File: src/rtl/rf_writeback_ctrl.sv
// Register-file writeback controller: buffers EX/MEM write requests in a FIFO and drains one per cycle.
// Optional bypass lookup for readers SA/SB is built when RF_WB_FWD_EN is defined.
module rf_writeback_ctrl #(
    parameter int DEPTH = 4,
    parameter int DW    = 32,
    parameter int AW    = 4
) (
    input  logic                     CLK,
    input  logic                     RST,
    input  logic                     ex_valid,
    output logic                     ex_ready,
    input  logic [AW-1:0]            ex_reg,
    input  logic [DW-1:0]            ex_data,
    input  logic                     mem_valid,
    output logic                     mem_ready,
    input  logic [AW-1:0]            mem_reg,
    input  logic [DW-1:0]            mem_data,
    input  logic                     hold,
    output logic                     rf_ld,
    output logic [AW-1:0]            rf_c,
    output logic [DW-1:0]            rf_pw,
    output logic                     pc_wr,
    input  logic [AW-1:0]            SA,
    input  logic [AW-1:0]            SB,
    output logic                     fwd_a_hit,
    output logic [DW-1:0]            fwd_a_data,
    output logic                     fwd_b_hit,
    output logic [DW-1:0]            fwd_b_data,
    output logic [$clog2(DEPTH):0]   count,
    output logic                     full,
    output logic                     empty
);

    localparam int PW = $clog2(DEPTH);
    localparam int CW = PW + 1;

    logic [AW-1:0] reg_q [DEPTH];
    logic [DW-1:0] dat_q [DEPTH];
    logic [PW-1:0] head, tail;

    logic          mem_fire, ex_fire, push, pop;
    logic [AW-1:0] push_reg;
    logic [DW-1:0] push_data;

    assign full  = (count == CW'(DEPTH));
    assign empty = (count == '0);

    // MEM is the older instruction, so it wins; ready comes from registered full only
    assign mem_ready = !full;
    assign ex_ready  = !full && !mem_valid;
    assign mem_fire  = mem_valid && mem_ready;
    assign ex_fire   = ex_valid && ex_ready;
    assign push      = mem_fire || ex_fire;
    assign pop       = !empty && !hold;
    assign push_reg  = mem_fire ? mem_reg  : ex_reg;
    assign push_data = mem_fire ? mem_data : ex_data;

    // FIFO storage: data only, pointers carry validity
    always_ff @(posedge CLK) begin
        if (push) begin
            reg_q[tail] <= push_reg;
            dat_q[tail] <= push_data;
        end
    end

    // Pointers, occupancy and the registered write port
    always_ff @(posedge CLK) begin
        if (RST) begin
            head  <= '0;
            tail  <= '0;
            count <= '0;
            rf_ld <= 1'b0;
            pc_wr <= 1'b0;
            rf_c  <= '0;
            rf_pw <= '0;
        end else begin
            if (push)
                tail <= tail + 1'b1;
            if (pop) begin
                rf_ld <= 1'b1;
                rf_c  <= reg_q[head];
                rf_pw <= dat_q[head];
                pc_wr <= (reg_q[head] == AW'(15));
                head  <= head + 1'b1;
            end else begin
                rf_ld <= 1'b0;
                pc_wr <= 1'b0;
            end
            case ({push, pop})
                2'b10:   count <= count + 1'b1;
                2'b01:   count <= count - 1'b1;
                default: count <= count;
            endcase
        end
    end

`ifdef RF_WB_FWD_EN
    // Scan oldest to youngest so the youngest match overrides; the output register is oldest of all
    function automatic logic [DW:0] fwd_lookup(input logic [AW-1:0] sel);
        logic [DW:0]   r;
        logic [PW-1:0] idx;
        r = '0;
        if (rf_ld && (rf_c == sel))
            r = {1'b1, rf_pw};
        for (int i = 0; i < DEPTH; i++) begin
            idx = head + PW'(i);
            if ((CW'(i) < count) && (reg_q[idx] == sel))
                r = {1'b1, dat_q[idx]};
        end
        return r;
    endfunction

    always_comb begin
        {fwd_a_hit, fwd_a_data} = fwd_lookup(SA);
        {fwd_b_hit, fwd_b_data} = fwd_lookup(SB);
    end
`else
    logic unused_sel;
    assign unused_sel = ^{SA, SB};
    assign fwd_a_hit  = 1'b0;
    assign fwd_a_data = '0;
    assign fwd_b_hit  = 1'b0;
    assign fwd_b_data = '0;
`endif

endmodule

File: config.mk
export PLATFORM = sky130hd
export DESIGN_NAME = rf_writeback_ctrl
export DESIGN_NICKNAME = d
export VERILOG_FILES = /design/src/rtl/rf_writeback_ctrl.sv
export SDC_FILE = /design/constraint.sdc
export NUM_CORES = 1
export LEC_CHECK = 0
export BUFFER_PORTS_ARGS = -buffer_cell sky130_fd_sc_hd__buf_2
export CAP_MARGIN = 30
export CORE_MARGIN = 3
export CORE_UTILIZATION = 45
export DETAILED_ROUTE_END_ITERATION = 10
export PLACE_DENSITY = 0.77
export SYNTH_ARGS = -nofsm -noshare
export SYNTH_HDL_FRONTEND = slang
export SYNTH_SLANG_ARGS = --single-unit
File: constraint.sdc
create_clock -name CLK -period 2.3 [get_ports CLK]
set_input_delay 0.345 -clock CLK [delete_from_list [all_inputs] [get_ports CLK]]
set_output_delay 0.345 -clock CLK [all_outputs]
set_load 0.05 [all_outputs]
==> results.md, run 1 <==
* Placed cells at 774
* Top cell type by total area after synthesis: edfxtp_1
* N_diodes at 0
* Hold-fix buffers, CTS at 0
* TritonCTS clock tree: built
* Area of the multi-input gates at ~2300 um^2
* Rel. slew slack at a little over half
* Post-CTS Setup Bufs at 0
* Maximum vdd drop at 513 uV
* Die Y at 140 um
* Total Wirelength at roughly 15,000 um
* Clk sinks at roughly 190
* # setup viols final at 0
* Status: finished clean
* Post-DRT Antenna Nets at 0
* Reg area at ~5300 um^2
* Fin. Hold Viols at 0
* Count leader, synth: edfxtp_1
* Slew Viols, Final at 0
* Tcrit/Tclk final at approximately 97%
* Area share of the largest cell type after synthesis at a little over half
* Via count at 4,053
* Nets@finish at roughly 660
* CP delay by family, top: simple AND/OR/NAND/NOR gates
* Wire length per cell at about 18 um
* Clock latency on the worst-skew pair at 420 ps
* Detail Placement HPWL at around 9500 um
* Vias/cell at approximately 5
* Max cap viols at 0
* Clock skew at just under 9 ps
* Filler cells at approximately 1.4k
* Cts bufs inserted at 17
* #FFs+latches synth at between 150 and 200
* Mapped cell area at 8040 um^2
* Total GRT Usage at between 10% and 20%
* Vias in the first global route at between 4k and 5k
* Die ar. at between 15,000 and 20,000 um^2
* Total Power at ~11 mW
* Pwr dens at about 1200 nW/um^2
* Crit path largest cell delay at a little over 400 ps
* Data arrival time of the worst path at 2580 ps
* DR iter-0 viols at approximately 250
* Grt ovf at 0
* Setup repair after global routing missed its margin: no
* Top cells by count, synth: edfxtp_1, buf_4, dfxtp_1
* Initial DRT Pass Iterations at 4
* Crit path required time at between 2000 and 3000 ps
* Slowest CP cell: or3b_4
* Sequential cell area fraction in the yosys report at around two thirds
* IO Port Bufs at between 100 and 150
* Area delta synth->final at 15.9%
* H-tree Lvls at 4
* Number of flops mapped to enable cells by yosys at around 140
* Mean Syn Cell Area at approximately 18 um^2
* Setup slack, reg-to-reg at roughly 58 ps
* Antenna violations before repair at 0
* Clock buffer depth at 2
* Setup crit end kind: flip-flop
* WP buf/inv at 3
* Die width at roughly 140 um
* Minimum clock period at 2240 ps
* Final instance count without filler cells at 809
* Ys flop type: edfxtp_1
* Maximum clock rate at roughly 450 MHz
* Clock transition at path regs at roughly 70 ps
* Largest net degree at the start of global routing at 37
* Yosys cell types at 38
* Synth Instances at approximately 440
* Synth async-reset ratio at 0%
* Site Rows at 48
* DRC violations left at 0
* PostCTS Resize Cnt at 0
* Share of cells above drive strength 1 at a little under half
* Yosys warns at 0
* Slew @ Worst Pin at between 600 and 700 ps
* GP Congestion at approximately 0.69
* Top cells by area, synth: edfxtp_1, dfxtp_1, mux4_2
* Initial Utilization at around 46%
* First-pass GRT wire length at around 23,000 um
* Worst hold path type: in2reg
* P_leak at 3.66 nW
* Worst-path maximum fanout at 5
* Clk root buf: clkbuf_16
* Critical path cell sequence: or3b_4, clkinvlp_4, nor2_4, inv_1, ha_2, inv_2, fa_2, xor2_1, or3_1, a21oi_1
* Critical path type: reg2reg
* Setup crit start kind: flip-flop
* Io pins at slightly below 200
* Core ar. at 17,400 um^2
[worst paths after layout]
kind,from,endpoint,cells after the start
setup / recovery,count[0]$_SDFFE_PP0P_,count[2]$_SDFFE_PP0P_,10
hold reg to reg,rf_c[2]$_SDFFE_PP0N_,rf_c[2]$_SDFFE_PP0N_,1
hold / removal,ex_data[2],dat_q[3][2]$_DFFE_PP_,2
setup reg to reg,count[0]$_SDFFE_PP0P_,count[2]$_SDFFE_PP0P_,10
[layout by cell type, fill, tap and decap left out, types with 6 or more instances in the layout]
master and n:
buf_4 9, inv_1 7, mux4_2 27, nor2_1 6, mux2_4 30, edfxtp_1 144, a22o_2 16, a21oi_1 7
conb_1 66, mux4_1 9, mux2_2 6, buf_2 121, dfxtp_1 42, clkbuf_16 17, a22o_1 19
[area by class of cell]
cell class	count	share of cell area [%]
timing repair buffer	134	8.40
inverter	10	0.443
multi-input combinational	217	24.7
tap	225	3.02
clock buffer	19	4.86
sequential	191	56.6
clock inverter	13	1.96
[metrics by stage]
stage | worst slack [ps] | cell area, um^2 | utilization [%] | hold WS [ps] | setup TNS (ps)
6_report | 58.3 | 9320 | 53.5 | 252 | 0
5_1_grt | 8.40 | 9320 | 53.5 | 239 | 0
4_1_cts | 63.4 | 9240 | 53.0 | 234 | 0
3_5_place_dp | 87.8 | 8600 | 49.4 | 443 | 0
3_3_place_gp | 169 | 8570 | 49.2 | 436 | 0
2_1_floorplan | -215 | 8330 | - | 487 | -296
[sequential cells by signal, indices dropped and copies added (netlist names), named ones only]
register and cells:
count 3, dat_q 128, rf_ld 1, head 2, reg_q 16, rf_c 4, rf_pw 32, tail 2
pc_wr 1
[cells by family (layout without fill, tap and decap cells)]
logic type | after synthesis | count (layout) | share of synthesized area [%]
and+or+nand+nor | 22 | 22 | 1.96
muxes | 72 | 72 | 16.9
other | 1 | 66 | 0.0466
xor gates and xnor gates | 2 | 2 | 0.218
buffers and inverters | 95 | 176 | 9.21
adders and majority gates | 6 | 6 | 1.03
DFF | 191 | 191 | 65.5
AOI/OAI and AO/OA | 49 | 49 | 5.13
[report_power, final]
part           total [mW]  internal (mW)  switching [mW]  leakage (nW)
registers            4.72           4.47           0.252          1.72
clock network        3.12           1.88            1.23         0.314
logic                3.26           1.15            2.11          1.63
total                11.1           7.50            3.60          3.66
[routing by layer]
metal | vias to the layer above | part of all wire, % | global-route usage (%)
li1 | 1846 | - | -
met1 | 2011 | 41 | 18.7
met2 | 177 | 51 | 26.5
met3 | 19 | 6.2 | 3.57
met4 | 0 | 1.4 | 5.30
met5 | - | 0 | 0
(Power assumes the default switching activity.)
==> inputs of run 2 (changes only) <==
Settings changed: PLACE_DENSITY 0.77 to 0.74.
Clock period 2.3 ns to 2.8 ns, I/O delays scaled along.
==> run 2 against run 1 <==
Utilization down 1.0 points. Setup slack improved by 240 ps. Power decreased by 22%. First-iteration DRC count fell by 14%. Worst hold slack improved by 66 ps. Wire length fell by 5.4%. Non-clock buffer count shrank 2. Sequential cell count unchanged. Fmax shrank 11%. Final cell count down 0.25%. Critical endpoint unchanged. Sequential power decreased by 18%. Clock power is 29% lower.
==> results.md, run 2 (synthesized netlist as in run 1, its figures left out) <==
* Minimum clock period at 2510 ps (+264 ps)
* Total GRT Usage at 14.5% (-0.72 points)
* Area delta synth->final at 13.7%
* Setup crit end kind: flip-flop
* Vias in the first global route at 4,119 (+0.46%)
* Site Rows at 48 (unchanged)
* Clock buffer depth at 2 (unchanged)
* Rel. slew slack at 38.3% (-15 points)
* Nets@finish at 660 (-0.30%)
* Biggest regs: dat_q (128), rf_pw (32), reg_q (16)
* Post-DRT Antenna Nets at 0 (unchanged)
* DRC violations left at 0 (unchanged)
* Status: finished clean
* Vias/cell at 4.94 (-1.3%)
* Post-CTS Setup Bufs at 0 (unchanged)
* Grt ovf at 0 (unchanged)
* TritonCTS clock tree: built
* Clk root buf: clkbuf_16
* P_leak at 3.58 nW (-2.2%)
* Fin. Hold Viols at 0 (unchanged)
* DR iter-0 viols at 211 (-14%)
* Worst-path maximum fanout at 6 (+1)
* PostCTS Resize Cnt at 0 (unchanged)
* H-tree Lvls at 4 (unchanged)
* Total Power at 8.71 mW (-22%)
* Tcrit/Tclk final at 89.5% (-8.0 points)
* Most common cell after layout, fill and taps aside: edfxtp_1
* Wire length per cell at 17.3 um (-5.1%)
* Clk sinks at 191 (unchanged)
* Setup TNS at 0 ps (unchanged)
* Die width at 140 um (unchanged)
* Maximum vdd drop at 653 uV (+27%)
* Initial DRT Pass Iterations at 4 (unchanged)
* Clock transition at path regs at 70 ps (about the same)
* Core ar. at 17,400 um^2 (unchanged)
* Clock latency on the worst-skew pair at 420 ps (about the same)
* Io pins at 196 (unchanged)
* Placed cells at 775 (+0.13%)
* Crit path required time at 3160 ps (+520 ps)
* Share of cells above drive strength 1 at 44.2% (-1.2 points)
* Largest net degree at the start of global routing at 37 (unchanged)
* Pwr dens at 952 nW/um^2 (-20%)
* Maximum clock rate at 399 MHz (-11%)
* Largest Register: dat_q
* Fin area at 9150 um^2 (-1.9%)
* Worst reg-to-reg path cell count at 10 (unchanged)
* Setup crit start kind: flip-flop
* Most frequent cells in the layout: edfxtp_1, buf_2, conb_1, dfxtp_1, mux2_4
* Max cap viols at 0 (unchanged)
* PnR worst setup slack at 294 ps (+236 ps)
* Initial Utilization at 46.2% (unchanged)
* Die ar. at 19,500 um^2 (unchanged)
* Antenna violations before repair at 0 (unchanged)
* Cts bufs inserted at 17 (unchanged)
* First-pass GRT wire length at 21,700 um (-4.2%)
* Critical path type: reg2reg
* Worst hold slack at 319 ps (+66.4 ps)
* # setup viols final at 0 (unchanged)
* Data arrival time of the worst path at 2860 ps (+280 ps)
* Clock skew at 9.61 ps (+0.814 ps)
* Final instance count without filler cells at 807 (-0.25%)
* Final Util at 52.5% (-1.0 points)
* Hold-fix buffers, CTS at 0 (unchanged)
* Hold Path Depth at 2 (unchanged)
* Placed Area at 8590 um^2 (about the same)
* Total Wirelength at 14,000 um (-5.4%)
* Setup repair after global routing missed its margin: no
* Setup slack, reg-to-reg at 290 ps (+240 ps)
* N_diodes at 0 (unchanged)
* Slew @ Worst Pin at 926 ps (+231 ps)
* Dpl ws at 307 ps (+219 ps)
* GP Congestion at 0.684 (-0.48%)
* Detail Placement HPWL at 9140 um (-3.5%)
* IO Port Bufs at 121 (unchanged)
* Slew Viols, Final at 0 (unchanged)
* Die Y at 140 um (unchanged)
* Via count at 3,989 (-1.6%)
* Worst hold path type: in2reg
* Largest register FFs at 128 (unchanged)
run 2: changes by cell type in the layout (fill, tap and decap cells not counted), moves of 2 or more:
cell        previous run  this run
buf_12                 0         2
buf_16                 4         0
bufinv_16              4         0
clkbuf_8               2         0
clkinv_2               4         1
clkinv_4               1         3
clkinvlp_4             2         4
dfxtp_2                3         5
dfxtp_4                2         0
inv_8                  0         3
run 2: area by class of cell:
type,count,area [um^2]
well taps,225,282
fillers,1395,8270
inverters,10,41.3
flip-flops and latches,191,5270
clock inverters,14,123
repair buffers,132,713
clock buffers,18,429
multi-input cells,217,2290
run 2: worst max-delay path: stages (launching register included):
cell and delay [ps]:
dfxtp_2 340, or3b_1 530, clkinvlp_4 160, nor2_1 80
inv_1 70, ha_1 180, inv_1 70, fa_1 380
xor2_1 160, or3_1 310, a21oi_1 150
run 2: path summary, 6_finish.rpt:
kind	start	end
setup / recovery	count[0]$_SDFFE_PP0P_	count[2]$_SDFFE_PP0P_
hold / removal	mem_data[10]	dat_q[2][10]$_DFFE_PP_
setup reg to reg	count[0]$_SDFFE_PP0P_	count[2]$_SDFFE_PP0P_
hold reg to reg	rf_pw[16]$_SDFFE_PP0N_	rf_pw[16]$_SDFFE_PP0N_
run 2: routing by layer:
metal | GRT usage [%] | wire length (um) | up-vias
met2 | 24.3 | 7020 | 176
met4 | 5.56 | 211 | 0
met1 | 18.2 | 5670 | 1955
li1 | - | - | 1839
met3 | 3.81 | 1060 | 19
met5 | 0 | 0 | -
run 2: where the power goes:
part           internal, mW  switching, mW
registers              3.67          0.223
clock network          1.17           1.06
logic                 0.902           1.68
total                  5.74           2.97
==> inputs of run 3 (changes only) <==
Settings changed: ABC_CLOCK_PERIOD_IN_PS from default to 2800, CTS_BUF_LIST from default to sky130_fd_sc_hd__clkbuf_8.
==> run 3 against run 2 <==
Sequential share of layout area grew 1.2 points. Global-route usage shrank 0.13 points. Clock skew grew 5.3 ps. Utilization shrank 1.1 points. Cell area shrank 2.1%. Sequential power is essentially flat. Setup slack lost 2.8 ps. Fmax shrank 0.11%. Sequential cell count is the same. Critical endpoint unchanged. Largest power group unchanged.
==> results.md, run 3 (synthesized netlist as in run 1, its figures left out) <==
* Status: finished clean
* Tcrit/Tclk final at 89.6% (+0.099 points)
* IO Port Bufs at 121 (unchanged)
* Crit path required time at 3190 ps (+30 ps)
* Largest net degree at the start of global routing at 37 (unchanged)
* Setup slack, reg-to-reg at 290 ps (about the same)
* Switching Power at 2.89 mW (-2.7%)
* Slowest CP cell: or3b_1
* Filler cells at 1,415 (+1.4%)
* Post-DRT Antenna Nets at 0 (unchanged)
* Crit path largest cell delay at 530 ps (about the same)
* Switch share at 35.7% (+1.6 points)
* Slew @ Worst Pin at 910 ps (-15.2 ps)
* Worst r2r dst: count[2]$_SDFFE_PP0P_
* Clock buffer depth at 2 (unchanged)
* Clock power frac at 20.1% (-5.5 points)
* Data arrival time of the worst path at 2900 ps (+40 ps)
* N_diodes at 0 (unchanged)
* TritonCTS clock tree: built
* Combinational power share at 31.9% (+2.2 points)
* Area delta synth->final at 11.3%
* Biggest regs: dat_q (128), rf_pw (32), reg_q (16)
* Fin. Hold Viols at 0 (unchanged)
* Setup TNS at 0 ps (unchanged)
* Vias in the first global route at 4,088 (-0.75%)
* Rel. slew slack at 39.3% (+1.0 points)
* Clk sinks at 191 (unchanged)
* Worst reg-to-reg path cell count at 10 (unchanged)
* Via count at 4,003 (+0.35%)
* Critical Path Start: count[0]$_SDFFE_PP0P_
* Vias/cell at 4.96 (+0.35%)
* Sequential power share at 48.0% (+3.3 points)
* Final Util at 51.4% (-1.1 points)
* Critical path cell sequence: or3b_1, clkinvlp_4, nor2_1, inv_1, ha_1, inv_1, fa_1, xor2_1, or3_1, a21oi_1
* DRC violations left at 0 (unchanged)
* Final instance count without filler cells at 807 (unchanged)
* Placed cells at 775 (unchanged)
* Initial Utilization at 46.2% (unchanged)
* CP most frequent cell: inv_1
* Clk root buf: clkbuf_8
* Max cap viols at 0 (unchanged)
* Reg area at 5270 um^2 (unchanged)
* Setup crit start kind: flip-flop
* Total GRT Usage at 14.4% (-0.13 points)
* Hold-fix buffers, CTS at 0 (unchanged)
* Clock skew at 14.9 ps (+5.29 ps)
* Worst hold path type: in2reg
* Wire length per cell at 17.2 um (-0.75%)
* Grt ovf at 0 (unchanged)
* DR iter-0 viols at 132 (-37%)
* Detail Placement HPWL at 9140 um (unchanged)
* PostCTS Resize Cnt at 0 (unchanged)
* Area of the multi-input gates at 2290 um^2 (unchanged)
* Site Rows at 48 (unchanged)
* Slew Viols, Final at 0 (unchanged)
* Reg-to-reg startpoint: count[0]$_SDFFE_PP0P_
* Setup repair after global routing missed its margin: no
* Worst-path maximum fanout at 6 (unchanged)
* Clock transition at path regs at 100 ps (+30 ps)
* Post-CTS Setup Bufs at 0 (unchanged)
* Setup crit end kind: flip-flop
* Most frequent cells in the layout: edfxtp_1, buf_2, conb_1, dfxtp_1, mux2_4
* Largest register FFs at 128 (unchanged)
* Maximum vdd drop at 626 uV (-4.1%)
* H-tree Lvls at 4 (unchanged)
* Io pins at 196 (unchanged)
* P_leak at 3.50 nW (-2.3%)
* # setup viols final at 0 (unchanged)
* Maximum clock rate at 399 MHz (-0.11%)
* Minimum clock period at 2510 ps (+2.77 ps)
* Antenna violations before repair at 0 (unchanged)
* Initial DRT Pass Iterations at 4 (unchanged)
* Critical path type: reg2reg
* Die Y at 140 um (unchanged)
* First-pass GRT wire length at 21,500 um (-0.95%)
* Cts bufs inserted at 17 (unchanged)
* Pwr dens at 904 nW/um^2 (-5.0%)
* Hold Path Origin: mem_data[10]
* Int Power at 5.20 mW (-9.3%)
* Total Wirelength at 13,900 um (-0.75%)
* Die width at 140 um (unchanged)
* Die ar. at 19,500 um^2 (unchanged)
* Largest Register: dat_q
* Core ar. at 17,400 um^2 (unchanged)
* Clock latency on the worst-skew pair at 460 ps (+40 ps)
* GP Congestion at 0.684 (unchanged)
* Most common cell after layout, fill and taps aside: edfxtp_1
* Share of cells above drive strength 1 at 44.2% (unchanged)
* Nets@finish at 660 (unchanged)
* Critical path endpoint: count[2]$_SDFFE_PP0P_
[run 3: changes by cell type in the layout (fill, tap and decap cells not counted)]
cell | previous run | this run
clkbuf_8 | 0 | 17
clkbuf_16 | 17 | 0
clkbuf_1 | 1 | 0
inv_1 | 8 | 9
[run 3: how the worst min path moves through the flow]
stage / to / slack [ps] / cells past startpoint
after floorplan: tail[1]$_SDFFE_PP0P_ / 490 / 2
after global placement: rf_pw[16]$_SDFFE_PP0N_ / 460 / 1
after detailed placement: rf_pw[8]$_SDFFE_PP0N_ / 460 / 1
after CTS: dat_q[1][10]$_DFFE_PP_ / 240 / 2
after global routing: dat_q[1][9]$_DFFE_PP_ / 260 / 2
final: dat_q[2][10]$_DFFE_PP_ / 280 / 2
[run 3: critical path, delay by kind of cell, from the launching register on]
family | cells | cell delay (ps)
buffers and inverters | 3 | 300
XOR/XNOR | 1 | 160
flip-flops | 1 | 360
AO/OA/AOI/OAI | 1 | 150
AND/OR/NAND/NOR | 3 | 920
adder cells (fa/ha/maj) | 2 | 560
[run 3: layer usage]
layer / routed length, um / track usage, % / part of all wire (%)
met1: 5680 / 17.9 / 41
met2: 7070 / 24.4 / 51
met3: 905 / 3.92 / 6.5
met4: 199 / 4.95 / 1.4
met5: 0 / 0 / 0
[run 3: through the flow]
stage / total power [mW] / hold slack [ps] / worst slack (ps) / instance area [um^2]
6_report: 8.10 / 282 / 291 / 8950
2_1_floorplan: 6.07 / 487 / 13.8 / 8300
5_1_grt: 8.48 / 256 / 169 / 8950
3_5_place_dp: 6.58 / 464 / 307 / 8590
4_1_cts: 8.20 / 242 / 279 / 8950
3_3_place_gp: 6.49 / 460 / 386 / 8590
[run 3: final cells by class]
cell class	count	area share [%]
Sequential cell	191	58.9
Clock inverter	15	1.41
Clock buffer	17	2.61
Timing Repair Buffer	132	7.97
Multi-Input combinational cell	217	25.5
Inverter	10	0.461
Tap cell	225	3.14
[run 3: power by group through the flow]
| stage | clock (mW) | combinational, mW | sequential (mW) |
|---|---|---|---|
| after global routing | 1.79 | 2.75 | 3.94 |
| after detailed placement | 0 | 2.62 | 3.95 |
| final | 1.63 | 2.58 | 3.88 |
| after global placement | 0 | 2.57 | 3.92 |
| after CTS | 1.68 | 2.62 | 3.89 |
| after floorplan | 0 | 1.60 | 4.46 |
